[config.mk]
export PLATFORM = sky130hd
export DESIGN_NAME = a2d_spi_serf_flat
export DESIGN_NICKNAME = d
export VERILOG_FILES = /design/src/rtl/a2d_spi_serf_if.sv /design/src/rtl/a2d_spi_serf.sv /design/src/flat_wrapper.sv
export SDC_FILE = /design/constraint.sdc
export NUM_CORES = 1
export LEC_CHECK = 0
export ABC_AREA = 1
export ABC_CLOCK_PERIOD_IN_PS = 2500
export CORE_MARGIN = 4
export CORE_UTILIZATION = 50
export DETAILED_ROUTE_END_ITERATION = 16
export GPL_TIMING_DRIVEN = 0
export HOLD_SLACK_MARGIN = 0.12
export PLACE_DENSITY = 0.77
export SYNTH_ARGS = -nofsm -noshare
export SYNTH_HDL_FRONTEND = slang
export SYNTH_SLANG_ARGS = --single-unit
[constraint.sdc]
create_clock -name clk -period 2.5 [get_ports clk]
set_clock_uncertainty 0.1 [all_clocks]
set_input_delay 0.5 -clock clk [delete_from_list [all_inputs] [get_ports clk]]
set_output_delay 0.5 -clock clk [all_outputs]
set_load 0.1 [all_outputs]
[src/rtl/a2d_spi_serf_if.sv]
// ----------------------------------------------------------------------------
// a2d_spi_serf_if
// SPI pin bundle between the A2D interface (monarch) and the converter side.
//   SS_n : serf select, active low, idle high      (monarch -> serf)
//   SCLK : serial clock, idle high                 (monarch -> serf)
//   MOSI : command bit, changes on SCLK fall       (monarch -> serf)
//   MISO : response bit, changes on SCLK fall      (serf -> monarch)
// ----------------------------------------------------------------------------
interface a2d_spi_serf_if;
    logic SS_n;
    logic SCLK;
    logic MOSI;
    logic MISO;

    modport master (output SS_n, output SCLK, output MOSI, input MISO);
    modport slave  (input SS_n, input SCLK, input MOSI, output MISO);
endinterface

[src/rtl/a2d_spi_serf.sv]
// ----------------------------------------------------------------------------
// a2d_spi_serf
// Converter-side SPI responder. Latches a 16-bit channel command per frame and
// returns that channel's 12-bit result during the following frame.
//
// Ports:
//   clk, rst        system clock, asynchronous active-high reset
//   spi (slave)     SS_n / SCLK / MOSI in, MISO out (registered)
//   lft_ld_val      12-bit value for channel 0
//   rght_ld_val     12-bit value for channel 4
//   steer_val       12-bit value for channel 5
//   batt_val        12-bit value for channel 6
//   cmd_vld         one-clk pulse after a well-formed command is latched
//   last_chnl       channel of the most recent well-formed command
//   err             sticky malformed-frame flag, cleared only by rst
//
// Build option: define A2D_SERF_CHNL_TAG_EN to tag the response upper nibble
// with {1'b1, chnl} (well-formed) or 4'hF (malformed); otherwise it is 4'h0.
// ----------------------------------------------------------------------------
module a2d_spi_serf #(
    parameter int unsigned SYNC_STAGES  = 2,
    parameter logic [11:0] BAD_CMD_DATA = 12'hFFF
) (
    input  logic              clk,
    input  logic              rst,
    a2d_spi_serf_if.slave     spi,
    input  logic [11:0]       lft_ld_val,
    input  logic [11:0]       rght_ld_val,
    input  logic [11:0]       steer_val,
    input  logic [11:0]       batt_val,
    output logic              cmd_vld,
    output logic [2:0]        last_chnl,
    output logic              err
);

    localparam int unsigned FRAME_BITS = 16;
    localparam int unsigned DATA_W     = 12;
    localparam int unsigned CNT_W      = 5;

    typedef enum logic [1:0] {
        IDLE      = 2'd0,
        SHIFT     = 2'd1,
        DONE      = 2'd2,
        WAIT_IDLE = 2'd3
    } state_t;

    // Synchronizers, preset high so reset release never shows an edge.
    logic [SYNC_STAGES-1:0] ss_ff, sclk_ff, mosi_ff;
    logic                   ss_prev, sclk_prev;

    always_ff @(posedge clk or posedge rst) begin
        if (rst) begin
            ss_ff     <= '1;
            sclk_ff   <= '1;
            mosi_ff   <= '1;
            ss_prev   <= 1'b1;
            sclk_prev <= 1'b1;
        end else begin
            ss_ff     <= {ss_ff[SYNC_STAGES-2:0], spi.SS_n};
            sclk_ff   <= {sclk_ff[SYNC_STAGES-2:0], spi.SCLK};
            mosi_ff   <= {mosi_ff[SYNC_STAGES-2:0], spi.MOSI};
            ss_prev   <= ss_ff[SYNC_STAGES-1];
            sclk_prev <= sclk_ff[SYNC_STAGES-1];
        end
    end

    logic ss_sync, mosi_sync;
    logic ss_fall, ss_rise, sclk_fall, sclk_rise;

    assign ss_sync   = ss_ff[SYNC_STAGES-1];
    assign mosi_sync = mosi_ff[SYNC_STAGES-1];
    assign ss_fall   = ss_prev & ~ss_sync;
    assign ss_rise   = ~ss_prev & ss_sync;
    assign sclk_fall = sclk_prev & ~sclk_ff[SYNC_STAGES-1];
    assign sclk_rise = ~sclk_prev & sclk_ff[SYNC_STAGES-1];

    state_t             state, state_nxt;
    logic [15:0]        tx_shft, tx_shft_nxt;
    logic [15:0]        rx_shft, rx_shft_nxt;
    logic [15:0]        tx_buf, tx_buf_nxt;
    logic [CNT_W-1:0]   bit_cnt, bit_cnt_nxt;
    logic               seen_rise, seen_rise_nxt;
    logic [2:0]         last_chnl_nxt;
    logic               err_nxt, cmd_vld_nxt;
    logic               miso_q, miso_nxt;

    // Command decode of the received word.
    logic              frame_ok;
    logic [2:0]        chnl;
    logic [DATA_W-1:0] chnl_data;
    logic [3:0]        good_nib, bad_nib;

    assign chnl     = rx_shft[13:11];
    assign frame_ok = (bit_cnt == CNT_W'(FRAME_BITS)) &&
                      (rx_shft[15:14] == 2'b00) &&
                      (rx_shft[10:0] == 11'h000);

`ifdef A2D_SERF_CHNL_TAG_EN
    assign good_nib = {1'b1, chnl};
    assign bad_nib  = 4'hF;
`else
    assign good_nib = 4'h0;
    assign bad_nib  = 4'h0;
`endif

    // Channel value mux; unpopulated channels read as zero.
    always_comb begin
        chnl_data = '0;
        case (chnl)
            3'h0:    chnl_data = lft_ld_val;
            3'h4:    chnl_data = rght_ld_val;
            3'h5:    chnl_data = steer_val;
            3'h6:    chnl_data = batt_val;
            default: chnl_data = '0;
        endcase
    end

    // State and datapath registers.
    always_ff @(posedge clk or posedge rst) begin
        if (rst) begin
            state     <= WAIT_IDLE;
            tx_shft   <= '0;
            rx_shft   <= '0;
            tx_buf    <= '0;
            bit_cnt   <= '0;
            seen_rise <= 1'b0;
            last_chnl <= 3'h0;
            err       <= 1'b0;
            cmd_vld   <= 1'b0;
            miso_q    <= 1'b0;
        end else begin
            state     <= state_nxt;
            tx_shft   <= tx_shft_nxt;
            rx_shft   <= rx_shft_nxt;
            tx_buf    <= tx_buf_nxt;
            bit_cnt   <= bit_cnt_nxt;
            seen_rise <= seen_rise_nxt;
            last_chnl <= last_chnl_nxt;
            err       <= err_nxt;
            cmd_vld   <= cmd_vld_nxt;
            miso_q    <= miso_nxt;
        end
    end

    assign spi.MISO = miso_q;

    // Next-state and datapath logic.
    always_comb begin
        state_nxt     = state;
        tx_shft_nxt   = tx_shft;
        rx_shft_nxt   = rx_shft;
        tx_buf_nxt    = tx_buf;
        bit_cnt_nxt   = bit_cnt;
        seen_rise_nxt = seen_rise;
        last_chnl_nxt = last_chnl;
        err_nxt       = err;
        cmd_vld_nxt   = 1'b0;

        case (state)
            // After reset bit_cnt doubles as a flush counter so the preset
            // synchronizer contents cannot be mistaken for an idle SS_n.
            WAIT_IDLE: begin
                if (bit_cnt != '1) begin
                    bit_cnt_nxt = bit_cnt + CNT_W'(1);
                end
                if ((bit_cnt >= CNT_W'(SYNC_STAGES + 1)) && ss_sync) begin
                    state_nxt = IDLE;
                end
            end

            IDLE: begin
                if (ss_fall) begin
                    tx_shft_nxt   = tx_buf;
                    bit_cnt_nxt   = '0;
                    seen_rise_nxt = 1'b0;
                    state_nxt     = SHIFT;
                end
            end

            SHIFT: begin
                if (sclk_rise) begin
                    rx_shft_nxt   = {rx_shft[14:0], mosi_sync};
                    seen_rise_nxt = 1'b1;
                    if (bit_cnt != '1) begin
                        bit_cnt_nxt = bit_cnt + CNT_W'(1);
                    end
                end else if (sclk_fall && seen_rise) begin
                    // A fall before the first rise is front porch.
                    tx_shft_nxt = {tx_shft[14:0], 1'b0};
                end
                if (ss_rise) begin
                    state_nxt = DONE;
                end
            end

            DONE: begin
                if (frame_ok) begin
                    last_chnl_nxt = chnl;
                    cmd_vld_nxt   = 1'b1;
                    tx_buf_nxt    = {good_nib, chnl_data};
                end else begin
                    err_nxt    = 1'b1;
                    tx_buf_nxt = {bad_nib, BAD_CMD_DATA};
                end
                state_nxt = IDLE;
            end

            default: state_nxt = IDLE;
        endcase

        // Registered MISO tracks the MSB of the shifter as it will be next clk.
        miso_nxt = (state_nxt == SHIFT) ? tx_shft_nxt[15] : 1'b0;
    end

endmodule

[src/flat_wrapper.sv]
// flat-port wrapper written by rule: the top's interface ports become plain ports
module a2d_spi_serf_flat 
#(
    parameter int unsigned SYNC_STAGES  = 2,
    parameter logic [11:0] BAD_CMD_DATA = 12'hFFF
)
  (clk, rst, lft_ld_val, rght_ld_val, steer_val, batt_val, cmd_vld, last_chnl, err, spi_SS_n, spi_SCLK, spi_MOSI, spi_MISO);
  a2d_spi_serf_if spi_i ();
  input  logic clk;
  input  logic rst;
  input  logic [11:0] lft_ld_val;
  input  logic [11:0] rght_ld_val;
  input  logic [11:0] steer_val;
  input  logic [11:0] batt_val;
  output logic cmd_vld;
  output logic [2:0] last_chnl;
  output logic err;
  input wire logic [$bits(spi_i.SS_n)-1:0] spi_SS_n;
  input wire logic [$bits(spi_i.SCLK)-1:0] spi_SCLK;
  input wire logic [$bits(spi_i.MOSI)-1:0] spi_MOSI;
  output wire logic [$bits(spi_i.MISO)-1:0] spi_MISO;
  assign spi_i.SS_n = spi_SS_n;
  assign spi_i.SCLK = spi_SCLK;
  assign spi_i.MOSI = spi_MOSI;
  assign spi_MISO = spi_i.MISO;
  a2d_spi_serf #(.SYNC_STAGES(SYNC_STAGES), .BAD_CMD_DATA(BAD_CMD_DATA)) u_core (.clk(clk), .rst(rst), .spi(spi_i), .lft_ld_val(lft_ld_val), .rght_ld_val(rght_ld_val), .steer_val(steer_val), .batt_val(batt_val), .cmd_vld(cmd_vld), .last_chnl(last_chnl), .err(err));
endmodule
==> impl_metrics.env <==
export IMPL_startpoint_type="flop"
export IMPL_antenna_found_initial=0
export IMPL_seq_area_um2=1660
export IMPL_track_usage_pct=21.3
export IMPL_reg2regPathDepth=8
export IMPL_syn_area_um2=3140
export IMPL_peakVddDrop_uv=649
export IMPL_worstMarginPinSlew_ns=0.968
export IMPL_drc=0
export IMPL_synth_top_cell_by_area="dfrtp_1"
export IMPL_postCtsSetupBuffers=0
export IMPL_cts_root_buf="clkbuf_8"
export IMPL_place_inst=495
export IMPL_clk_latency_ns=0.34
export IMPL_rsz0062_at_grt="no"
export IMPL_whs_path_depth=0
export IMPL_gr_total_overflow=0
export IMPL_drt_initial_drc_count=216
export IMPL_htree_levels=3
export IMPL_yosysWarnings=0
export IMPL_numPortBuffers=58
export IMPL_drv_slew=0
export IMPL_avgSynthCellArea_um2=8.69
export IMPL_cpPeakStageDelay_ns=1.14
export IMPL_rows=28
export IMPL_arrival_ns=1.84
export IMPL_synthCells=361
export IMPL_die_x_um=87.2
export IMPL_worst_setup_path_type="flop to output pin"
export IMPL_synth_top_area_share_pct=44.7
export IMPL_place_congestion=0.862
export IMPL_grt_pass1_wl_um=12700
export IMPL_worstHoldPathType="flop to flop"
export IMPL_grt_pass1_vias=2910
export IMPL_fin_ws_ns=0.0594
export IMPL_initial_core_util_pct=52.4
export IMPL_hold_viol=0
export IMPL_timing_slew_headroom_pct=35.2
export IMPL_cts_sinks=66
export IMPL_endpoint_kind="output pin"
export IMPL_regToRegStartpoint="u_core.bit_cnt[0]$_DFFE_PP0P_"
export IMPL_area_growth_pct=28.2
export IMPL_cts_buffers=9
export IMPL_antenna_cells=0
export IMPL_cts_max_path_buffers=2
export IMPL_pwr_density_cell_nw_per_um2=967
export IMPL_finalNetCount=487
export IMPL_dp_hpwl_um=5560
export IMPL_layout_drive_gt1_share_pct=13.5
export IMPL_viasPerCell=5.46
export IMPL_crit_family="buffers and inverters"
export IMPL_die_h_um=87.2
export IMPL_synth_distinct_cells=30
export IMPL_finalCriticalPeriod_ns=2.44
export IMPL_fp_dieArea_um2=7600
export IMPL_worstPathCellList="clkdlybuf4s50_1"
export IMPL_io_pins=59
export IMPL_fill_cells=495
export IMPL_slowest_stage="clkdlybuf4s50_1"
export IMPL_maxCapViolCount=0
export IMPL_rrSetupSlack_ns=0.75
export IMPL_syn_num_nets=417
export IMPL_ant_nets=0
export IMPL_hold_worst_slack_ns=0.256
export IMPL_post_route_period_util_pct=97.6
export IMPL_max_freq_ghz=0.410
export IMPL_layoutNonFillerInstCount=511
export IMPL_timing_rr_end="u_core.tx_buf[3]$_DFFE_PP0P_"
export IMPL_multi_input_area_um2=1260
export IMPL_hold_start="u_core.ss_ff[0]$_DFF_PP1_"
export IMPL_dr_pass1_iters=4
export IMPL_routed_wl_um=7430
export IMPL_path_max_fanout=2
export IMPL_dp_slack_ns=0.398
export IMPL_design_core_area_um2=5990
export IMPL_wl_per_cell_um=14.5
export IMPL_vias=2792
export IMPL_p_leak_uw=0.00184
export IMPL_cp_num_buf_inv=1
export IMPL_ys_top_cells_by_area="dfrtp_1 45%, dfstp_2 8.4%, nand4_1 8.0%"
export IMPL_synth_seq_cells=66
export IMPL_seq_area_frac_synth_pct=53.1
export IMPL_status="finished, final reports clean"
export IMPL_min_to="u_core.ss_ff[1]$_DFF_PP1_"
export IMPL_setup_viol=0
export IMPL_grt_max_degree=45
export IMPL_worstPathRequired_ns=1.90
export IMPL_cts_tree="yes"
export IMPL_path_clk_slew_ns=0.07
-- sequential cells by signal (all words and copies together) (netlist names), 2 cells and up --
name              count
u_core.sclk_ff        2
u_core.tx_buf        12
u_core.rx_shft       16
u_core.state          2
u_core.last_chnl      3
u_core.ss_ff          2
u_core.mosi_ff        2
u_core.tx_shft       16
u_core.bit_cnt        5
-- Yosys cell counts --
master and instances:
dfrtp_1 56, nor2_4 4, buf_6 2, o22ai_1 2, a21o_1 1, nor2_2 3
inv_1 24, nor2_1 57, or2_2 2, ha_1 3, buf_2 13, dfstp_2 10
nand2_1 59, nand2_2 2, buf_4 2, nand4_1 40, clkbuf_2 1, o21ai_0 13
clkbuf_1 2, nor3_1 1, o21ai_1 4, a22o_1 1, o21bai_1 1, mux2_2 1
nand3_2 1, inv_2 3, a22oi_1 11, a21oi_1 10, nand3_1 31, xor2_1 1
-- layout by cell type, fill, tap and decap left out, drive strengths merged --
master	count
a21o	1
a21oi	10
a22o	1
a22oi	11
buf	18
bufinv	1
clkbuf	16
clkdlybuf4s50	57
clkinv	2
dfrtp	56
dfstp	10
dlymetal6s2s	1
ha	3
inv	27
mux2	1
nand2	61
nand3	32
nand4	40
nor2	64
nor3	1
o21ai	17
o21bai	1
o22ai	2
or2	2
xor2	1
-- layout make-up --
type                       instances  share of cell area, %
buffer                            20                   2.86
clock buffer                      13                   3.70
clock inverter                     3                  0.995
inverter                          27                   2.52
multi-input combinational        248                   31.2
sequential                        66                   41.4
tap                               75                   2.33
timing repair buffer              59                   15.0
-- what timing repair did --
| item | 4_1_cts | 5_1_grt |
|---|---|---|
| gates resized for setup | 0 | 1 |
| hold buffers | 0 | 0 |
| setup endpoints to repair | 0 | 1 |
-- per-layer routing --
layer	share of wire, %	global-route usage, %
met5	0	0
met2	49	34.9
met1	44	27.4
met3	5.0	3.97
met4	2.0	9.48
-- logic make-up (layout without fill, tap and decap cells) --
| logic type | Yosys count | after routing | synth area share [%] |
|---|---|---|---|
| mux | 1 | 1 | 0.359 |
| simple gates | 200 | 200 | 30.1 |
| xor+xnor | 1 | 1 | 0.279 |
| buf+inv | 47 | 122 | 6.90 |
| compound gates | 43 | 43 | 8.10 |
| fa+ha+maj | 3 | 3 | 1.20 |
| flops | 66 | 66 | 53.1 |
-- report_power, final --
part / switching, uW / internal [uW] / leakage [uW] / total [uW]
Sequential: 217 / 1410 / 0.000763 / 1630
Combinational: 883 / 507 / 0.000979 / 1390
Clock: 383 / 486 / 0.0000974 / 868
Total: 1480 / 2410 / 0.00184 / 3890
-- how the worst max path moves through the flow --
stage	slack [ns]	cells past startpoint	end	startpoint
floorplan	0.26	1	u_core.bit_cnt[0]$_DFFE_PP0P_	rst
finish	0.06	1	err	u_core.err$_DFFE_PP0P_
detailed placement	0.40	1	last_chnl[0]	u_core.last_chnl[0]$_DFFE_PP0P_
global route	0.02	1	err	u_core.err$_DFFE_PP0P_
CTS	0.01	1	last_chnl[0]	u_core.last_chnl[0]$_DFFE_PP0P_
global placement	-0.80	2	u_core.rx_shft[5]$_DFFE_PP0P_	rst
-- per-stage QoR --
step / util, % / cell area [um2] / TNS [ns] / power, uW
6_report: 67.1 / 4020 / 0 / 3890
3_5_place_dp: 64.0 / 3830 / 0 / 3030
2_1_floorplan: - / 3140 / 0 / 2610
4_1_cts: 67.1 / 4020 / 0 / 3910
5_1_grt: 67.1 / 4020 / 0 / 4180
3_3_place_gp: 63.6 / 3810 / -46.61 / 2970
No activity file was read; power rests on OpenSTA's default activity.
